==> src/rtl/k16_mem_arbiter.sv <==
// Single-port RAM arbiter between the K16 CPU and the VGA fetcher.
// Video has priority; a wait limiter forces a CPU slot after CPU_MAX_WAIT denials.
//
// owner state | meaning
// ------------+-----------------------------------------------
// OWN_NONE    | no access issued last cycle, nothing returns
// OWN_CPU     | CPU access issued last cycle, cpu_ready now
// OWN_VID     | video read issued last cycle, vid_rvalid now
module k16_mem_arbiter #(
   parameter int ADDR_W       = 16,
   parameter int DATA_W       = 16,
   parameter int CPU_MAX_WAIT = 4
) (
   input  logic              clk,
   input  logic              reset,
   input  logic              cpu_req,
   input  logic              cpu_write,
   input  logic [ADDR_W-1:0] cpu_addr,
   input  logic [DATA_W-1:0] cpu_wdata,
   output logic              cpu_ready,
   output logic [DATA_W-1:0] cpu_rdata,
   input  logic              vid_req,
   input  logic [ADDR_W-1:0] vid_addr,
   output logic              vid_gnt,
   output logic              vid_rvalid,
   output logic [DATA_W-1:0] vid_rdata,
   output logic [ADDR_W-1:0] mem_addr,
   output logic [DATA_W-1:0] mem_wdata,
   output logic              mem_write,
   input  logic [DATA_W-1:0] mem_rdata
);

   typedef enum logic [1:0] {
      OWN_NONE = 2'd0,
      OWN_CPU  = 2'd1,
      OWN_VID  = 2'd2
   } owner_t;

   localparam logic [3:0] MAX_WAIT = 4'(CPU_MAX_WAIT);

   owner_t     owner_q, owner_d;
   logic       cpu_wr_q, cpu_wr_d;
   logic [3:0] wait_q, wait_d;
   logic       cpu_elig, gnt_cpu, gnt_vid;

   always_ff @(posedge clk) begin
      if (reset) begin
         owner_q  <= OWN_NONE;
         cpu_wr_q <= 1'b0;
         wait_q   <= 4'd0;
      end else begin
         owner_q  <= owner_d;
         cpu_wr_q <= cpu_wr_d;
         wait_q   <= wait_d;
      end
   end

   always_comb begin
      cpu_ready  = (owner_q == OWN_CPU);
      vid_rvalid = (owner_q == OWN_VID);
      cpu_rdata  = (cpu_ready && !cpu_wr_q) ? mem_rdata : '0;
      vid_rdata  = vid_rvalid ? mem_rdata : '0;

      // CPU sits out its own return cycle so a held cpu_req is not re-issued early
      cpu_elig = cpu_req & ~cpu_ready;
      gnt_cpu  = ~reset & cpu_elig & (~vid_req | (wait_q == MAX_WAIT));
      gnt_vid  = ~reset & ~gnt_cpu & vid_req;

      vid_gnt   = gnt_vid;
      mem_write = gnt_cpu & cpu_write;
      mem_addr  = '0;
      mem_wdata = '0;
      if (gnt_cpu) begin
         mem_addr  = cpu_addr;
         mem_wdata = cpu_wdata;
      end else if (gnt_vid) begin
         mem_addr = vid_addr;
      end

      owner_d  = OWN_NONE;
      cpu_wr_d = 1'b0;
      if (gnt_cpu) begin
         owner_d  = OWN_CPU;
         cpu_wr_d = cpu_write;
      end else if (gnt_vid) begin
         owner_d = OWN_VID;
      end

      wait_d = wait_q;
      if (gnt_cpu || !cpu_req) begin
         wait_d = 4'd0;
      end else if (cpu_elig && (wait_q < MAX_WAIT)) begin
         wait_d = wait_q + 4'd1;
      end
   end

endmodule

==> config.mk <==
export PLATFORM = sky130hd
export DESIGN_NAME = k16_mem_arbiter
export DESIGN_NICKNAME = d
export VERILOG_FILES = /design/src/rtl/k16_mem_arbiter.sv
export SDC_FILE = /design/constraint.sdc
export NUM_CORES = 1
export LEC_CHECK = 0
export ABC_AREA = 1
export ABC_CLOCK_PERIOD_IN_PS = 4950
export CAP_MARGIN = 20
export CORE_MARGIN = 2
export CORE_UTILIZATION = 26
export CTS_CLUSTER_SIZE = 8
export DETAILED_ROUTE_END_ITERATION = 10
export PLACE_DENSITY = 0.88
export REMOVE_ABC_BUFFERS = 1
export SYNTH_ARGS = -nofsm -noshare
export SYNTH_HDL_FRONTEND = slang
export SYNTH_SLANG_ARGS = --single-unit
==> constraint.sdc <==
create_clock -name clk -period 4.95 [get_ports clk]
set_clock_uncertainty 0.05 [all_clocks]
set_input_delay 1.485 -clock clk [delete_from_list [all_inputs] [get_ports clk]]
set_output_delay 1.485 -clock clk [all_outputs]
set_load 0.05 [all_outputs]
# Word-level counts from Yosys, hierarchy flattened
# Cells that the tools add are included.
[word_totals]
memories = 0
input_bits = 69
mem_bits_ro = 0
latchBits = 0
word_cells = 35
ram_bits = 0
output_inout_bits = 68
reg_bits = 7
[op_classes]
eq_ne = 3
magnitude_cmp = 1
n_div = 0
mul = 0
addsub = 1
n_shift = 0
n_mux = 7
n_reduce_logical = 8
bitwise = 11
[op_table]
columns = ["operator", "count"]
rows = [
  ["2-to-1 mux 16 bit", 5],
  ["AND 1 bit", 6],
  ["OR reduction 2 bit", 3],
  ["adder 4 x 1 -> 4 bit, second input constant", 1],
  ["equality test 4 x 3 -> 1 bit, second input constant", 1],
  ["less-than comparator 4 x 3 -> 1 bit, second input constant", 1],
  ["NOT 1 bit", 4],
  ["equality test 2 x 1 -> 1 bit, second input constant", 1],
  ["equality test 2 bit, second input constant", 1],
  ["logical AND 1 bit", 2],
  ["zero test 1 bit", 2],
  ["2-to-1 mux 2 bit", 1],
  ["logical OR 1 bit", 1],
  ["2-to-1 mux 1 bit", 1],
  ["OR 1 bit", 1],
]

# Logic depth before layout (Yosys ltp)
# Gate-level depths: netlist of run 1.
[logic_depth]
ltp_word = 10
ltp_mapped = 9
mapped_depth_nobuf = 9

# Worst setup path before layout of run 1
# OpenSTA, ideal clock, no wires.
[synth_path]
kind = "input port to output port"
start = "input vid_req"
end = "output mem_wdata[10]"
cell_stages = 6
slack_ns = 0.743
arrival_time_ns = 2.672
required_ns = 3.415
path_buffers = 3
cell_sequence = "buf_4 -> nand2_1 -> nand2_2 -> buf_6 -> buf_6 -> nor2_1"
[synth_via]
elab_chain_len = 4
[synth_lines]
columns = ["element", "line_no", "source"]
rows = [
  ["start, declared", "22", "input logic vid_req,"],
  ["NOT 1 bit", "66", "gnt_cpu = ~reset & cpu_elig & (~vid_req | (wait_q == MAX_WAIT));"],
  ["OR 1 bit", "66", ""],
  ["AND 1 bit", "66", ""],
  ["2-to-1 mux 16 bit", "73", "if (gnt_cpu) begin"],
  ["end, declared", "28", "output logic [DATA_W-1:0] mem_wdata,"],
]
# Every way passes these cells.

# Worst setup path in the final report of run 1
[layout_path]
start = "input cpu_req"
end = "output mem_addr[12]"
[layout_via]
elab_chain_len = 8
[layout_lines]
columns = ["element", "line_no", "source"]
rows = [
  ["start, declared", "16", "input logic cpu_req,"],
  ["AND 1 bit (*)", "65", "cpu_elig = cpu_req & ~cpu_ready;"],
  ["AND 1 bit (*) (2 in a row)", "66", ""],
  ["NOT 1 bit (no line)", "-", ""],
  ["AND 1 bit (2 in a row)", "67", "gnt_vid = ~reset & ~gnt_cpu & vid_req;"],
  ["2-to-1 mux 16 bit", "76", "end else if (gnt_vid) begin"],
  ["2-to-1 mux 16 bit (*)", "73", ""],
  ["end, declared", "27", "output logic [ADDR_W-1:0] mem_addr,"],
]
# Mark *: on every way between the ends. The rest lies on a longest branch, timed or not.

==> reports/results.ini, run 1 <==
[power_and_ir_drop]
p_clk_frac=0.153
internal_power_mw=0.207
power.share.sequential=0.163
ir_drop_mv=0.0913
combPwrFrac=0.683
power_switching_mw=0.153
p_per_area_nw_per_um2=135
leakage_nw=1.28
netSwitchingFraction=0.425

[global_routing]
gr-usage-met2=0.393
grt_max_degree=20
grt_use_total=0.203
top_usage_layer=met2
grt_use_met1=0.202
grt_pass1_wl_microns=6680
globalRouteMet3Util=0.0651
antenna_found_initial=0
first_global_vias=1474
overflow=0

[worst_setup_path]
cp.required_ps=3410
cp_data_arrival_time_ps=2960
crit_fanout=17
setup.worst_path.class=input port to output port
r2r_cells=8
crit_path_start=cpu_req
r2r_setup_slack_ps=3370
crit_end=mem_addr[12]
r2r_end=wait_q[3]
setup.worst_path.end_class=output port
reg2reg_from=wait_q[0]
cp-start-kind=input port

[floorplan]
dieArea_sq_um=4120
std_cell_rows=21
die_y_microns=64.2
fp.dieW_microns=64.2
coreArea_sq_um=3420
initial_core_util=0.276
pin_count=137

[layout]
final_common_cell=clkdlybuf4s50_1
drive_above_1_share=0.145
layout.nets=389
seqCellArea_sq_um=140
num_antenna_cells=0
multi_input_area_sq_um=548
area_growth_pct=183
mostFrequentLayoutCells=102 x clkdlybuf4s50_1, 56 x nor2_1, 40 x inv_1, 38 x nand2_1, 35 x buf_12
fillers=253

[timing]
min_period_ps=4500
post-route-period-util=0.909
worstMarginPinSlew_ps=546
hold_ws_ps=444
finalHoldViolations=0
fmax_ghz=0.222
setup_violations=0
slew_violations=0
fin_setup_tns_ps=0
max_slew_margin=0.635
rsz0062_at_grt=no

[clock_network]
cts_max_path_buffers=2
numCtsBuffers=3
cts_hold_buf=0
cts_resized=0
cts_setup_buffers=0
cts-htree-levels=1
path_clk_slew_ps=50
cts.sinks=7
root_buffer=clkbuf_4
cts_tree=done
clk_latency_ps=260

[place]
place.gp.congestion=0.710
port_buffers=136
dp_hpwl_microns=3650

[routing]
post_drt_wl_per_cell_microns=11.7
drc=0
via_per_inst=4.39
drtIter0Drc=29
num_vias=1595
drt_pre_antenna_iters=4
finalWirelength_microns=4240
ant_nets=0

[synth]
synth.yosys.seq_area_share=0.149
yosys.cell_types.count=20
synth.avg_cell_area_sq_um=5.09
syn-cell-area_sq_um=942
ys_ff_latch=7
synth_cells=185
yosys_warnings=0

[job]
maxCapViolCount=0

[hold_path]
min-delay-path-class=register to register
worstHoldPathCells=2

[run_status]
status=complete, no violations

[cells in the mapped netlist (all sizes together)]
cell	count	area share
inv	42	0.17
ha	2	0.027
nor2	57	0.23
dfxtp	7	0.15
nand3	4	0.021
or2	1	0.0066
a31oi	1	0.0066
nand2	41	0.17
buf	9	0.089
and3	2	0.013
clkinv	1	0.0040
clkbuf	2	0.0093
nand4	16	0.11
[per-layer routing]
metal  up-vias  part of all wire
li1        808                 -
met1       676              0.33
met2       106              0.53
met3         5              0.12
met4         0             0.014
met5         -                 0
[layout make-up]
class | instances | share of cell area
timing repair buffer | 139 | 0.650
multi-input combinational | 124 | 0.205
inverter | 43 | 0.0604
sequential | 7 | 0.0525
tap | 46 | 0.0216
clock buffer | 4 | 0.00984
[flip-flops by register name (all words and copies together) (netlist names)]
signal / cells
wait_q: 4
owner_q: 2
cpu_wr_q: 1
[per-stage QoR]
stage	total power, mW	util	instance area, sq um	worst slack (ps)	std cells
detailed placement	0.307	0.774	2640	437	359
global route	0.378	0.782	2670	296	363
finish	0.360	0.782	2670	452	363
CTS	0.363	0.782	2670	439	363
global placement	0.304	0.774	2640	466	359
floorplan	0.168	-	850	762	174
[critical path, cell delays in order]
cell and delay, ps:
clkdlybuf4s50_1 490, nand2_2 70, nor2_2 80, nand2_2 170
inv_2 280, nand2_1 110, nand2_1 130, buf_12 140
[power by group through the flow]
stage	clock network, mW	logic, mW	registers (mW)
floorplan	0	0.108	0.0598
global placement	0	0.244	0.0599
detailed placement	0	0.247	0.0600
CTS	0.0566	0.248	0.0588
global route	0.0603	0.259	0.0589
finish	0.0552	0.246	0.0588
[how the worst min path moves through the flow]
stage,start,end
after floorplan,wait_q[3],wait_q[3]
after global placement,wait_q[3],wait_q[3]
after detailed placement,wait_q[3],wait_q[3]
after CTS,wait_q[3],wait_q[3]
after global routing,wait_q[3],wait_q[3]
final,wait_q[3],wait_q[3]
[cell families after synthesis]
| group | after synthesis | share of synthesized area |
|---|---|---|
| AND/OR/NAND/NOR | 121 | 0.548 |
| buffers and inverters | 54 | 0.270 |
| flip-flops | 7 | 0.149 |
| adder cells (fa/ha/maj) | 2 | 0.0266 |
| AO/OA/AOI/OAI | 1 | 0.00664 |
(Power assumes the default switching activity.)
==> inputs of run 2 (changes only) <==
- ABC_CLOCK_PERIOD_IN_PS: 4950 -> 5400
- CELL_PAD_IN_SITES_DETAIL_PLACEMENT: not set -> 1
- CELL_PAD_IN_SITES_GLOBAL_PLACEMENT: not set -> 1
- CORE_UTILIZATION: 26 -> 14
- PLACE_DENSITY: 0.88 -> not set
- PLACE_DENSITY_LB_ADDON: not set -> 0.1
- clock period: 4.95 -> 5.4 ns (I/O delays scaled with it)
==> run 2 against run 1 <==
Effect of this change: worst setup slack better by 220 ps; utilization decreased by 36 points; combinational power shrank 8.1%; flip-flop and latch count did not move; largest power group unchanged; global-route usage fell by 7.9 points; via count decreased by 1.4%; die area increased by 80%; power decreased by 2.2%; final cell count increased by 8.8%; hold slack lost 15 ps; wire length grew 11%; sequential share of layout area is 0.10 points lower.
==> reports/results.ini, run 2 (synthesis results as in run 1) <==
[place]
port_buffers=136  ; unchanged
place.gp.congestion=0.645  ; was 0.710
placement.cell_area_sq_um=2680  ; was 2640 sq um
dp_hpwl_microns=4020  ; was 3650 microns
post-place-ws_ps=645  ; was 437 ps

[worst_setup_path]
cp-start-kind=input port  ; unchanged
crit_fanout=2  ; was 17
setup.worst_path.class=input port to output port  ; unchanged
cp.required_ps=3730  ; was 3410 ps
cp_data_arrival_time_ps=3060  ; was 2960 ps
setup.worst_path.end_class=output port  ; unchanged

[layout]
fillers=781  ; was 253
area_growth_pct=189  ; was 183%
multi_input_area_sq_um=548  ; unchanged
seqCellArea_sq_um=140  ; unchanged
finalInstanceArea_sq_um=2720  ; was 2670 sq um
layout.nets=390  ; was 389
final_common_cell=clkdlybuf4s50_1  ; unchanged
mostFrequentLayoutCells=102 x clkdlybuf4s50_1, 56 x nor2_1, 40 x inv_1, 38 x nand2_1, 34 x buf_12  ; was 102 x clkdlybuf4s50_1, 56 x nor2_1, 40 x inv_1, 38 x nand2_1, 35 x buf_12
largest_register_ff_count=4  ; unchanged
num_antenna_cells=0  ; unchanged
drive_above_1_share=0.148  ; was 0.145
regMostFlops=wait_q  ; unchanged
reg_top3=wait_q: 4 flops, owner_q: 2 flops, cpu_wr_q: 1 flops  ; unchanged

[power_and_ir_drop]
p_per_area_nw_per_um2=129  ; was 135 nW/um^2
p_total_mw=0.352  ; was 0.360 mW
leakage_nw=1.29  ; was 1.28 nW
ir_drop_mv=0.0477  ; was 0.0913 mV

[routing]
drt_pre_antenna_iters=4  ; unchanged
finalWirelength_microns=4700  ; was 4240 microns
drc=0  ; unchanged
post_drt_wl_per_cell_microns=11.9  ; was 11.7 microns
ant_nets=0  ; unchanged
num_vias=1572  ; was 1,595
drtIter0Drc=26  ; was 29
via_per_inst=3.98  ; was 4.39

[floorplan]
initial_core_util=0.147  ; was 0.276
std_cell_rows=29  ; was 21
dieArea_sq_um=7400  ; was 4120 sq um
coreArea_sq_um=6420  ; was 3420 sq um
fp.dieW_microns=86.0  ; was 64.2 microns
pin_count=137  ; unchanged
die_y_microns=86.0  ; was 64.2 microns

[timing]
worstMarginPinSlew_ps=557  ; was 546 ps
finalHoldViolations=0  ; unchanged
slew_violations=0  ; unchanged
setup_violations=0  ; unchanged
post-route-period-util=0.876
fin_setup_tns_ps=0  ; unchanged
layout_setup_ws_ps=668  ; was 452 ps
rsz0062_at_grt=no  ; unchanged
max_slew_margin=0.629  ; was 0.635
min_period_ps=4730
fmax_ghz=0.211

[hold_path]
min-delay-path-class=register to register  ; unchanged

[run_status]
status=complete, no violations  ; unchanged

[job]
maxCapViolCount=0  ; unchanged

[global_routing]
grt_use_total=0.125  ; was 0.203
grt_max_degree=20  ; unchanged
overflow=0  ; unchanged
antenna_found_initial=0  ; unchanged
grt_pass1_wl_microns=7460  ; was 6680 microns
first_global_vias=1626  ; was 1,474

[clock_network]
cts_tree=done  ; unchanged
cts_resized=0  ; unchanged
cts.sinks=7  ; unchanged
numCtsBuffers=3  ; unchanged
clk_latency_ps=220  ; was 260 ps
cts_hold_buf=0  ; unchanged
path_clk_slew_ps=40  ; was 50 ps
cts_setup_buffers=0  ; unchanged
cts-htree-levels=1  ; unchanged
root_buffer=clkbuf_8  ; was clkbuf_4
cts_max_path_buffers=2  ; unchanged

[run 2: changes by cell type in the layout (fill, tap and decap cells not counted)]
cell / previous run / this run
buf_4: 2 / 4
clkbuf_4: 3 / 0
buf_12: 35 / 34
clkbuf_8: 0 / 3
[run 2: where the power goes]
group | switching [mW] | internal [mW]
sequential | 0.000762 | 0.0534
clock | 0.0214 | 0.0510
combinational | 0.118 | 0.108
total | 0.140 | 0.212
[run 2: critical path: stages]
cell	delay [ps]
clkdlybuf4s50_1	460
inv_1	50
nor2_1	120
clkdlybuf4s50_1	820
[run 2: area by class of cell]
cell class,instances,area share
clock buffer,4,0.0165
tap,77,0.0354
inverter,43,0.0593
timing repair buffer,140,0.636
sequential,7,0.0515
multi-input combinational,124,0.201
[run 2: path summary, 6_finish.rpt]
path	depth (start not counted)	end	startpoint	slack, ps
hold reg to reg	2	wait_q[3]	wait_q[3]	430
setup reg to reg	8	wait_q[2]	wait_q[0]	3830
hold / removal	2	wait_q[3]	wait_q[3]	430
setup / recovery	4	cpu_rdata[6]	mem_rdata[6]	670
[run 2: metrics by stage]
stage,util,hold slack (ps),instances
after floorplan,-,401,174
after global placement,0.417,420,391
after detailed placement,0.417,423,391
after CTS,0.424,429,395
after global routing,0.424,462,395
final,0.424,428,395
[run 2: per-layer routing]
layer  up-vias  part of all wire  track usage  routed length, microns
met5         -                 0            0                       0
met4         0            0.0064       0.0303                      30
met3         2              0.19       0.0799                     875
met2        97              0.44        0.206                    2060
met1       663              0.37        0.133                    1740
li1        810                 -            -                       -
